[src/rtl/cmp_result_monitor_if.sv]
// cmp_result_monitor_if: comparator flag stream in, filtered relation and counters out
interface cmp_result_monitor_if #(
    parameter int CNT_W = 8
);
    logic             in_valid;
    logic             gt;
    logic             eq;
    logic             lt;
    logic             clear;
    logic [CNT_W-1:0] gt_cnt;
    logic [CNT_W-1:0] eq_cnt;
    logic [CNT_W-1:0] lt_cnt;
    logic [1:0]       state;
    logic             change;
    logic             err;

    modport master (
        output in_valid, gt, eq, lt, clear,
        input  gt_cnt, eq_cnt, lt_cnt, state, change, err
    );

    modport slave (
        input  in_valid, gt, eq, lt, clear,
        output gt_cnt, eq_cnt, lt_cnt, state, change, err
    );
endinterface

[src/rtl/cmp_result_monitor.sv]
// cmp_result_monitor: qualifies comparator flags, counts relations, debounces them into a stable state
module cmp_result_monitor #(
    parameter int CNT_W   = 8,
    parameter int PERSIST = 3
) (
    input logic                  clk,
    input logic                  rst,
    cmp_result_monitor_if.slave  bus
);
    typedef enum logic [1:0] {IDLE = 2'b00, EQ = 2'b01, GT = 2'b10, LT = 2'b11} rel_e;

    localparam int             RW      = $clog2(PERSIST + 1);
    localparam logic [RW-1:0]  RUN_MAX = RW'(PERSIST);

    rel_e             state_q, state_d, cand_q, cand_d, samp;
    logic [RW-1:0]    run_q, run_d;
    logic [CNT_W-1:0] gt_cnt_q, gt_cnt_d, eq_cnt_q, eq_cnt_d, lt_cnt_q, lt_cnt_d;
    logic             change_q, change_d, err_q, err_d;
    logic             one_hot, accept;

    function automatic logic [CNT_W-1:0] sat_inc(input logic [CNT_W-1:0] c);
        return &c ? c : c + CNT_W'(1);
    endfunction

    // sample qualification, saturating counters, streak tracking and sticky error
    always_comb begin
        one_hot  = (bus.gt ^ bus.eq ^ bus.lt) & ~(bus.gt & bus.eq & bus.lt);
        accept   = bus.in_valid & one_hot;
        samp     = bus.gt ? GT : (bus.eq ? EQ : LT);
        gt_cnt_d = (accept && bus.gt) ? sat_inc(gt_cnt_q) : gt_cnt_q;
        eq_cnt_d = (accept && bus.eq) ? sat_inc(eq_cnt_q) : eq_cnt_q;
        lt_cnt_d = (accept && bus.lt) ? sat_inc(lt_cnt_q) : lt_cnt_q;
        err_d    = err_q | (bus.in_valid & ~one_hot);
        cand_d   = accept ? samp : cand_q;
        run_d    = !accept ? run_q :
                   (samp != cand_q) ? RW'(1) :
                   (run_q == RUN_MAX) ? run_q : run_q + RW'(1);
        if (bus.clear) begin
            gt_cnt_d = '0;
            eq_cnt_d = '0;
            lt_cnt_d = '0;
            err_d    = 1'b0;
            cand_d   = IDLE;
            run_d    = '0;
        end
    end

    // persistence FSM: move to the candidate once it has been seen PERSIST times in a row
    always_comb begin
        state_d  = state_q;
        change_d = 1'b0;
        if (accept && run_d == RUN_MAX && cand_d != state_q) begin
            state_d  = cand_d;
            change_d = 1'b1;
        end
        if (bus.clear) begin
            state_d  = IDLE;
            change_d = 1'b0;
        end
    end

    // FSM state register and change pulse
    always_ff @(posedge clk or posedge rst) begin
        if (rst) begin
            state_q  <= IDLE;
            change_q <= 1'b0;
        end else begin
            state_q  <= state_d;
            change_q <= change_d;
        end
    end

    // counter, streak and error registers
    always_ff @(posedge clk or posedge rst) begin
        if (rst) begin
            gt_cnt_q <= '0;
            eq_cnt_q <= '0;
            lt_cnt_q <= '0;
            err_q    <= 1'b0;
            cand_q   <= IDLE;
            run_q    <= '0;
        end else begin
            gt_cnt_q <= gt_cnt_d;
            eq_cnt_q <= eq_cnt_d;
            lt_cnt_q <= lt_cnt_d;
            err_q    <= err_d;
            cand_q   <= cand_d;
            run_q    <= run_d;
        end
    end

    assign bus.gt_cnt = gt_cnt_q;
    assign bus.eq_cnt = eq_cnt_q;
    assign bus.lt_cnt = lt_cnt_q;
    assign bus.state  = state_q;
    assign bus.change = change_q;
    assign bus.err    = err_q;
endmodule

[src/flat_wrapper.sv]
// flat-port wrapper written by rule: the top's interface ports become plain ports
module cmp_result_monitor_flat 
#(
    parameter int CNT_W   = 8,
    parameter int PERSIST = 3
)
  (clk, rst, bus_in_valid, bus_gt, bus_eq, bus_lt, bus_clear, bus_gt_cnt, bus_eq_cnt, bus_lt_cnt, bus_state, bus_change, bus_err);
  cmp_result_monitor_if #(.CNT_W(CNT_W)) bus_i ();
  input logic clk;
  input logic rst;
  input wire logic [$bits(bus_i.in_valid)-1:0] bus_in_valid;
  input wire logic [$bits(bus_i.gt)-1:0] bus_gt;
  input wire logic [$bits(bus_i.eq)-1:0] bus_eq;
  input wire logic [$bits(bus_i.lt)-1:0] bus_lt;
  input wire logic [$bits(bus_i.clear)-1:0] bus_clear;
  output wire logic [$bits(bus_i.gt_cnt)-1:0] bus_gt_cnt;
  output wire logic [$bits(bus_i.eq_cnt)-1:0] bus_eq_cnt;
  output wire logic [$bits(bus_i.lt_cnt)-1:0] bus_lt_cnt;
  output wire logic [$bits(bus_i.state)-1:0] bus_state;
  output wire logic [$bits(bus_i.change)-1:0] bus_change;
  output wire logic [$bits(bus_i.err)-1:0] bus_err;
  assign bus_i.in_valid = bus_in_valid;
  assign bus_i.gt = bus_gt;
  assign bus_i.eq = bus_eq;
  assign bus_i.lt = bus_lt;
  assign bus_i.clear = bus_clear;
  assign bus_gt_cnt = bus_i.gt_cnt;
  assign bus_eq_cnt = bus_i.eq_cnt;
  assign bus_lt_cnt = bus_i.lt_cnt;
  assign bus_state = bus_i.state;
  assign bus_change = bus_i.change;
  assign bus_err = bus_i.err;
  cmp_result_monitor #(.CNT_W(CNT_W), .PERSIST(PERSIST)) u_core (.clk(clk), .rst(rst), .bus(bus_i));
endmodule
[config.mk]
export PLATFORM = sky130hd
export DESIGN_NAME = cmp_result_monitor_flat
export DESIGN_NICKNAME = d
export VERILOG_FILES = /design/src/rtl/cmp_result_monitor_if.sv /design/src/rtl/cmp_result_monitor.sv /design/src/flat_wrapper.sv
export SDC_FILE = /design/constraint.sdc
export NUM_CORES = 1
export LEC_CHECK = 0
export ABC_CLOCK_PERIOD_IN_PS = 1900
export BUFFER_PORTS_ARGS = -buffer_cell sky130_fd_sc_hd__buf_4
export CELL_PAD_IN_SITES_DETAIL_PLACEMENT = 1
export CELL_PAD_IN_SITES_GLOBAL_PLACEMENT = 2
export CORE_MARGIN = 3
export CORE_UTILIZATION = 34
export CTS_CLUSTER_SIZE = 14
export DETAILED_ROUTE_END_ITERATION = 12
export PLACE_DENSITY = 0.77
export SYNTH_ARGS = -nofsm -noshare
export SYNTH_HDL_FRONTEND = slang
export SYNTH_SLANG_ARGS = --single-unit
[constraint.sdc]
create_clock -name clk -period 1.9 [get_ports clk]
set_input_delay 0.19 -clock clk [delete_from_list [all_inputs] [get_ports clk]]
set_output_delay 0.19 -clock clk [all_outputs]
set_load 0.02 [all_outputs]
==> results.md, run 1 <==
* Worst hold slack at -0.002293 ns
* Post-synthesis adder-cell area fraction at 3.579%
* Ys async rst share at 100.0%
* CTS Buf Count at 5
* Largest family of logic cells by synthesized area: simple AND/OR/NAND/NOR gates
* Simple-gate share of the synthesized area at 20.69%
* # H-tree levels at 2
* CP Launch Point: u_core.bus.lt_cnt[3]$_DFFE_PP0P_
* Die Span Y at 77.70 um
* DR vias/cell at 5.088
* WL/cell at 14.81 um
* Compound-Gate Fraction of Synth Area at 12.46%
* Die W at 77.70 um
* Postcts setup bufs at 0
* Clock tree buffer depth at 2
* Final net count at 239
* PwrDens at 613.2 nW/um^2
* Layout Cells excl Fill at 294
* Vias in the first global route at 1582
* Failing checks: hold timing
* Final Hold Viols at 7
* Final Cell Area at 2252 um^2
* Synth area leaders: dfrtp_1, xnor2_1, nor2_1
* Prevailing post-synth register cell: dfrtp_1
* Antenna violations before repair at 0
* Clock root buffer: clkbuf_8
* Slew HR at 68.10%
* Final ANT Viol Nets at 0
* Syn. warnings at 0
* Largest area contributor in the synthesized netlist: dfrtp_1
* Full die area at 6037 um^2
* Mapped Cells at 175
* Mean Syn Cell Area at 9.988 um^2
* FILL cells at 586
* # diodes at 0
* RSZ-0062 raised after global routing: false
* Via count at 1496
* All-Layer GR Usage at 15.96%
* Critical Path RT at 2.06 ns
* Total wire length at 4354 um
* Power share of the clock group at 35.3%
* Max-Cap Viols at 0
* Synthesized area at 1748 um^2
* Std cell rows at 25
* Status: complete, but fails checks
* Netlist cell types at 38
* GPL Wtd Cong at 0.7979
* # clock sinks at 32
* Area Overhead vs Synth at 28.85%
* Post-synthesis mux area share at 2.863%
* Worst Hold Class: input pin to asynchronous set/reset pin
* Clk Latency, worst-skew pair at 0.28 ns
* Leak Pwr at 1.016 nW
* Commonest non-fill, non-tap cells in the layout: buf_4, dfrtp_1, nor2_1
* Clk_skew at 0.001920 ns
* Fraction of layout cells with a size suffix above 1 at 29.52%
* Clock edge transition at the registers on the reported setup and hold paths at 0.06 ns
* CP arrival at 1.89 ns
* Gr ovfl total at 0
* Reg2reg start: u_core.bus.lt_cnt[3]$_DFFE_PP0P_
* Flops & latches, synth at 32
* Worst slew pin tran at 0.4753 ns
* Hpwl dp at 3237 um
* Element type at the critical path end: flip-flop
* Commonest non-fill, non-tap cell in the layout: buf_4
* Area share of the largest cell type after synthesis at 45.81%
* Total core area at 4848 um^2
* PortBufs at 34
* Largest net degree at the start of global routing at 33
* XOR/XNOR Fraction of Synth Area at 11.02%
* Post-cts resize count at 0
* CP startpoint kind: flip-flop
* Post-synthesis sequential area ratio at 45.81%
* Post-synth EDFFs at 0
* Gate power share at 13.3%
* Post-Syn Nets at 187
* Crit Path Max Fanout at 6
* Pre-Repair DR Iteration Count at 4
* Placed Cells incl. Taps at 287
* NetSw at 0.0003588 W
* Starting Density at 36.05%
* Placed Area at 2171 um^2
* Crit Path Category: flip-flop to flip-flop
* Setup TNS at 0 ns
* Final slew viol count at 0
* Initial DRC Count at 44
* First-pass GRT wire length at 7596 um
* Int Pwr at 0.001022 W
* Switch share at 25.98%
* Max Fclk at 576.2 MHz
* Final setup fails at 0
* Min Tclk post-route at 1.736 ns
* Maximum VDD drop at 348.2 uV
* Residual DRC at 0
* TritonCTS clock tree: built
* # hold bufs at CTS at 0
* Flop pwr share at 51.3%
* Num ports at 35
* Part of the cycle the worst path needs at 91.35%
[metal layers]
metal  vias to the layer above  share of wire, %  GRT usage (%)
met5                         -                 0              0
met2                        25                52          27.48
met3                         4               3.6          4.524
met1                       747                43          18.98
met4                         0               1.1          5.338
li1                        720                 -              -
[critical path: stages, from the launching register on]
cell and delay [ns]:
dfrtp_1 0.44, and4_1 0.28, a2111oi_2 0.49, nand4_1 0.17
xor2_1 0.16, nor2_1 0.06
[power by group through the flow]
stage / sequential [W] / clock (W) / combinational, W
after CTS: 0.000709 / 0.000515 / 0.000188
after global routing: 0.000710 / 0.000553 / 0.000206
after floorplan: 0.000727 / 0 / 0.000104
after global placement: 0.000721 / 0 / 0.000181
after detailed placement: 0.000722 / 0 / 0.000188
final: 0.000709 / 0.000488 / 0.000184
[cell families (layout without fill, tap and decap cells)]
family                     count (synthesis)  count (layout)
buffers and inverters                     12              64
xor gates and xnor gates                  22              22
AOI/OAI and AO/OA                         27              27
DFF                                       32              32
adders and majority gates                  5               5
muxes                                      5               5
and+or+nand+nor                           72              72
[sequential cells by signal (all words and copies together), names as in the netlist]
signal and cells:
u_core.bus.gt_cnt 8, u_core.bus.eq_cnt 8, u_core.run_q 2, u_core.cand_q 2, u_core.bus.err 1, u_core.bus.lt_cnt 8
u_core.bus.change 1, u_core.bus.state 2
[layout make-up]
cell class	instances	area, um^2	share of cell area [%]
clock buffers	6	72.57	3.222
clock inverters	1	5.005	0.2222
inverters	7	26.28	1.167
multi-input cells	131	888.4	39.44
flip-flops and latches	32	800.8	35.56
well taps	67	83.83	3.722
repair buffers	50	375.4	16.67
[synth_stat cells (all sizes together), types with 2 or more instances]
library cell	n
nand3	8
nand2	10
dfrtp	32
mux2i	5
nor2	30
and4b	2
a2111oi	3
or3b	2
and3	3
a211oi	3
inv	7
nor3	6
a21oi	9
xnor2	18
ha	5
o21ai	3
clkbuf	4
nor4	3
xor2	4
a311oi	4
nand4	3
[final timing paths]
| path | to | slack [ns] | cells after the start |
|---|---|---|---|
| worst min register to register | u_core.bus.err$_DFF_PP0_ | 0.51 | 2 |
| worst max register to register | u_core.bus.lt_cnt[6]$_DFFE_PP0P_ | 0.16 | 5 |
| worst min-delay path | u_core.bus.gt_cnt[4]$_DFFE_PP0P_ | -0.002 | 3 |
| min in group clk | u_core.cand_q[0]$_DFF_PP0_ | 0.20 | 2 |
| worst max-delay path | u_core.bus.lt_cnt[6]$_DFFE_PP0P_ | 0.16 | 5 |
| max in group asynchronous | u_core.run_q[0]$_DFF_PP0_ | 1.58 | 3 |
[through the flow]
stage                     hold WS [ns]  utilization (%)  worst slack [ns]  power (W)
after floorplan                 0.2637                -           0.06168  0.0008312
after global placement          0.3087            44.77          -0.06430  0.0009016
after detailed placement        0.3258            44.77           -0.1403  0.0009094
after CTS                      0.01699            46.37            0.1055   0.001412
after global routing           0.03570            46.45           0.04137   0.001469
final                        -0.002293            46.45            0.1644   0.001381
Power figures use the tool's default switching activity.
==> run 2: changes to the inputs <==
--- a/config.mk
+++ b/config.mk
@@ -5,15 +5,15 @@
 export SDC_FILE = /design/constraint.sdc
 export NUM_CORES = 1
 export LEC_CHECK = 0
-export ABC_CLOCK_PERIOD_IN_PS = 1900
+export ABC_CLOCK_PERIOD_IN_PS = 1400
 export BUFFER_PORTS_ARGS = -buffer_cell sky130_fd_sc_hd__buf_4
 export CELL_PAD_IN_SITES_DETAIL_PLACEMENT = 1
 export CELL_PAD_IN_SITES_GLOBAL_PLACEMENT = 2
 export CORE_MARGIN = 3
-export CORE_UTILIZATION = 34
+export CORE_UTILIZATION = 30
 export CTS_CLUSTER_SIZE = 14
 export DETAILED_ROUTE_END_ITERATION = 12
-export PLACE_DENSITY = 0.77
+export PLACE_DENSITY = 0.72
 export SYNTH_ARGS = -nofsm -noshare
 export SYNTH_HDL_FRONTEND = slang
 export SYNTH_SLANG_ARGS = --single-unit
==> constraint.sdc (replaced) <==
create_clock -name clk -period 1.4 [get_ports clk]
set_input_delay 0.14 -clock clk [delete_from_list [all_inputs] [get_ports clk]]
set_output_delay 0.14 -clock clk [all_outputs]
set_load 0.02 [all_outputs]
==> run 2 against run 1 <==
Net effect: the flow finishes with violations (setup timing); flip-flop and latch count is the same; clock power up 79%; global-route usage is 1.7 points higher; critical path depth is 3 higher; routed wire length grew 29%; combinational power grew 140%; sequential share of layout area down 8.8 points; utilization up 8.0 points; sequential power increased by 36%; critical endpoint is now u_core.bus.state[0]$_DFFE_PP0P_.
==> results.md, run 2 (synthesis gave the netlist of run 1 again) <==
* Crit Path Max Fanout at 6
* Total core area at 5574 um^2
* Failing checks: setup timing
* Crit Path Category: input pin to flip-flop
* Num ports at 35
* CP Launch Point: bus_gt
* CTS Buf Count at 5
* Worst path depth at 8
* Critical Path RT at 1.61 ns
* # H-tree levels at 2
* CP endpoint: u_core.bus.state[0]$_DFFE_PP0P_
* Slowest stage delay, CP at 0.40 ns
* Commonest non-fill, non-tap cells in the layout: buf_4, nor2_1, dfrtp_1
* PortBufs at 34
* FF-to-FF End: u_core.bus.state[0]$_DFFE_PP0P_
* Final Power at 0.002270 W
* # diodes at 0
* Commonest non-fill, non-tap cell in the layout: buf_4
* Area Overhead vs Synth at 73.80%
* Min Tclk post-route at 1.550 ns
* Starting Density at 31.36%
* Std cell rows at 27
* Final slew viol count at 0
* WP buf/inv at 2
* Total wire length at 5619 um
* Status: complete, but fails checks
* Clk Latency, worst-skew pair at 0.28 ns
* CP startpoint kind: input pin
* Slowest cell on crit path: or3b_4
* Residual DRC at 0
* Die W at 82.33 um
* Via count at 1680
* TritonCTS clock tree: built
* First-pass GRT wire length at 8963 um
* Max Fclk at 645.3 MHz
* Vias in the first global route at 1862
* Final Hold Viols at 0
* Final WS setup at -0.1496 ns
* Part of the cycle the worst path needs at 110.7%
* Gr ovfl total at 0
* Final setup fails at 20
* Pre-CTS setup slack at -0.4936 ns
* Pre-Repair DR Iteration Count at 4
* PwrDens at 747.3 nW/um^2
* Final net count at 282
* Clock edge transition at the registers on the reported setup and hold paths at 0.06 ns
* Reg2Reg Setup Slack at -0.13 ns
* CP arrival at 1.76 ns
* Worst slew pin tran at 0.4221 ns
* Slew HR at 71.86%
* RSZ-0062 raised after global routing: true
* DR vias/cell at 4.898
* Die Span Y at 82.33 um
* Reg2reg start: u_core.cand_q[1]$_DFF_PP0_
* Worst Hold Class: input pin to flip-flop
* Element type at the critical path end: flip-flop
* Setup TNS at -1.307 ns
* Full die area at 6778 um^2
* All-Layer GR Usage at 17.62%
* Met3 usage in global routing at 3.905%
* WL/cell at 16.38 um
* GPL Wtd Cong at 0.7842
* Placed Area at 2595 um^2
* Worst hold slack at 0.2250 ns
* Worst-path cell chain: buf_12 -> inv_12 -> ha_4 -> or3b_4 -> a211oi_4 -> nand3b_4 -> a2111o_1 -> a21oi_2
* Final Cell Area at 3038 um^2
* FILL cells at 623
* Final ANT Viol Nets at 0
* # clock sinks at 32
* Hold Path Cell Cnt at 2
* Maximum VDD drop at 604.8 uV
* Crit path max-delay family: compound AO/OA/AOI/OAI gates
* Hpwl dp at 3918 um
* Largest net degree at the start of global routing at 33
* Met1 Use GR at 19.36%
* Clk_skew at 0.006004 ns
* Fraction of layout cells with a size suffix above 1 at 56.46%
* Worst-case reg-to-reg path depth at 5
* Clock tree buffer depth at 2
* Initial DRC Count at 46
* Clock root buffer: clkbuf_8
* Leak Pwr at 1.318 nW
* Met2 Usage GRT at 34.21%
* Max-Cap Viols at 0
* Gr busiest metal: met2
* Antenna violations before repair at 0
[run 2: cell count changes in the layout (fill, tap and decap cells not counted), sizes merged]
| cell | before | now |
|---|---|---|
| buf | 50 | 92 |
| bufinv | 0 | 1 |
| dlygate4sd3 | 0 | 1 |
[run 2: power by group]
part           switching (W)  internal [W]
Combinational       0.000220      0.000214
Sequential         0.0000194      0.000943
Clock               0.000345      0.000528
Total               0.000585       0.00168
[run 2: final cells by class]
class	count	area, um^2	share of cell area [%]
multi-input cells	131	1234	40.61
flip-flops and latches	32	812.0	26.73
repair buffers	93	755.7	24.88
well taps	72	90.09	2.965
clock buffers	6	72.57	2.389
inverters	7	38.79	1.277
clock inverters	2	35.03	1.153
[run 2: worst min path at each step]
stage               slack (ns)  startpoint                               end
global placement          0.26         rst  u_core.bus.eq_cnt[6]$_DFFE_PP0P_
finish                    0.23   bus_clear  u_core.bus.eq_cnt[0]$_DFFE_PP0P_
floorplan                 0.21   bus_clear        u_core.cand_q[0]$_DFF_PP0_
global route              0.24   bus_clear  u_core.bus.lt_cnt[7]$_DFFE_PP0P_
CTS                       0.22   bus_clear   u_core.bus.state[0]$_DFFE_PP0P_
detailed placement        0.27         rst  u_core.bus.eq_cnt[6]$_DFFE_PP0P_
[run 2: metrics by stage]
step | instances | util (%)
floorplan | 175 | -
global placement | 324 | 46.55
detailed placement | 324 | 46.55
CTS | 340 | 52.86
global route | 343 | 54.50
finish | 343 | 54.50
[run 2: per-layer routing]
metal,part of all wire (%),vias to the layer above
li1,-,809
met1,40,841
met2,57,26
met3,3.1,4
met4,0.75,0
met5,0,-
[run 2: timing repair]
| action | 4_1_cts | 5_1_grt |
|---|---|---|
| setup endpoints to repair | 23 | 28 |
| endpoints found under the hold margin | 32 | 0 |
| buffers inserted | 7 | 4 |
| gates resized for setup | 32 | 11 |
| hold buffers | 1 | 0 |
| pin swaps | 23 | 31 |
==> run 3: changes to the inputs <==
==> constraint.sdc (replaced) <==
create_clock -name clk -period 1.4 [get_ports clk]
set_input_delay 0.07 -clock clk [delete_from_list [all_inputs] [get_ports clk]]
set_output_delay 0.07 -clock clk [all_outputs]
set_load 0.02 [all_outputs]
==> run 3 against run 2 <==
Net effect: worst hold slack got worse by 0.048 ns; fmax is 1.1% higher; cell count fell by 0.87%; sequential share of layout area is 1.1 points higher; routed wire length shrank 7.0%; global-route usage down 0.71 points; highest routed layer unchanged; combinational power is 13% lower; the run still ends with setup timing left; worst setup slack gained 0.017 ns; final area shrank 3.6%; largest cell class unchanged; register-to-register slack hardly changed.
==> results.md, run 3 (synthesis gave the netlist of run 1 again) <==
* Residual DRC at 0
* PwrDens at 730.3 nW/um^2
* All-Layer GR Usage at 16.91%
* Antenna violations before repair at 0
* # clock sinks at 32
* Num ports at 35
* Pre-Repair DR Iteration Count at 4
* RSZ-0062 raised after global routing: true
* Via count at 1698
* Crit Path Max Fanout at 4
* Max-Cap Viols at 0
* Total core area at 5574 um^2
* Maximum VDD drop at 362.6 uV
* First-pass GRT wire length at 8666 um
* # diodes at 0
* Element type at the critical path end: flip-flop
* Failing checks: setup timing
* Final ANT Viol Nets at 0
* Worst slew pin tran at 0.4475 ns
* Clock root buffer: clkbuf_8
* Die W at 82.33 um
* Final WS setup at -0.1327 ns
* Clock edge transition at the registers on the reported setup and hold paths at 0.07 ns
* Final net count at 279
* DR vias/cell at 4.994
* Status: complete, but fails checks
* TritonCTS clock tree: built
* Final setup fails at 9
* Starting Density at 31.36%
* Vias in the first global route at 1795
* Initial DRC Count at 38
* Placed Area at 2519 um^2
* Final Cell Area at 2929 um^2
* Hpwl dp at 3600 um
* Critical Path RT at 1.56 ns
* Std cell rows at 27
* Fraction of layout cells with a size suffix above 1 at 55.22%
* Max Fclk at 652.4 MHz
* Worst-case reg-to-reg path depth at 5
* Area Overhead vs Synth at 67.57%
* Die Span Y at 82.33 um
* Total wire length at 5228 um
* Clk Latency, worst-skew pair at 0.28 ns
* Worst Hold Class: input pin to flip-flop
* Commonest non-fill, non-tap cells in the layout: buf_4, nor2_1, dfrtp_1
* Largest net degree at the start of global routing at 33
* Leak Pwr at 1.268 nW
* Full die area at 6778 um^2
* PortBufs at 34
* Final Hold Viols at 0
* Min Tclk post-route at 1.533 ns
* Final slew viol count at 0
* Clk_skew at 0.009692 ns
* GPL Wtd Cong at 0.7793
* Slew HR at 70.16%
* # H-tree levels at 2
* Hold Path Cell Cnt at 4
* CP arrival at 1.69 ns
* WL/cell at 15.38 um
* Crit Path Category: flip-flop to flip-flop
* Clock tree buffer depth at 2
* CP startpoint kind: flip-flop
* Commonest non-fill, non-tap cell in the layout: buf_4
* Part of the cycle the worst path needs at 109.5%
* Gr ovfl total at 0
* CTS Buf Count at 5
* Post-layout util at 52.55%
-- run 3: worst paths after layout --
check,startpoint,end,slack [ns]
worst min-delay path,bus_in_valid,u_core.bus.err$_DFF_PP0_,0.18
worst max-delay path,u_core.bus.lt_cnt[3]$_DFFE_PP0P_,u_core.bus.lt_cnt[6]$_DFFE_PP0P_,-0.13
min in group asynchronous,rst,u_core.bus.gt_cnt[5]$_DFFE_PP0P_,0.44
max in group asynchronous,rst,u_core.bus.gt_cnt[4]$_DFFE_PP0P_,0.61
worst max register to register,u_core.bus.lt_cnt[3]$_DFFE_PP0P_,u_core.bus.lt_cnt[6]$_DFFE_PP0P_,-0.13
worst min register to register,u_core.bus.err$_DFF_PP0_,u_core.bus.err$_DFF_PP0_,0.51
-- run 3: layer usage --
| metal | GRT usage, % | routed length (um) |
|---|---|---|
| met1 | 19.96 | 2216 |
| met2 | 29.89 | 2794 |
| met3 | 4.121 | 162 |
| met4 | 5.482 | 55 |
| met5 | 0 | 0 |
-- run 3: critical path, stage by stage, from the launching register on --
cell and delay, ns:
dfrtp_2 0.40, and4_4 0.21, a2111oi_4 0.36, nand4_1 0.18, xor2_1 0.19, nor2_1 0.06
-- run 3: through the flow --
step | setup WS (ns) | instances | TNS, ns | hold WS [ns] | total power [W]
after floorplan | -0.2205 | 175 | -1.479 | 0.1437 | 0.001145
after global placement | -0.3461 | 316 | -6.645 | 0.1920 | 0.001264
after detailed placement | -0.3965 | 316 | -8.158 | 0.2065 | 0.001278
after CTS | -0.1511 | 334 | -0.9629 | 0.1595 | 0.002163
after global routing | -0.2565 | 340 | -1.644 | 0.1789 | 0.002254
final | -0.1327 | 340 | -0.4183 | 0.1773 | 0.002139
-- run 3: layout make-up --
type | instances | area, um^2
fill | 618 | 2645
multi-input combinational | 131 | 1187
tap | 72 | 90.09
clock buffer | 8 | 100.1
sequential | 32 | 814.5
timing repair buffer | 90 | 698.2
inverter | 7 | 38.79
-- run 3: what timing repair did --
action	4_1_cts	5_1_grt
endpoints found under the hold margin	32	0
setup buffers	9	6
gates resized for setup	23	7
hold buffers	1	0
pin swaps	21	17
endpoints found under the setup margin	18	26
-- run 3: power breakdown --
part,switching [W],total [W],internal [W]
logic,0.000202,0.000380,0.000178
clock network,0.000350,0.000799,0.000449
registers,0.0000167,0.000960,0.000943
total,0.000570,0.00214,0.00157
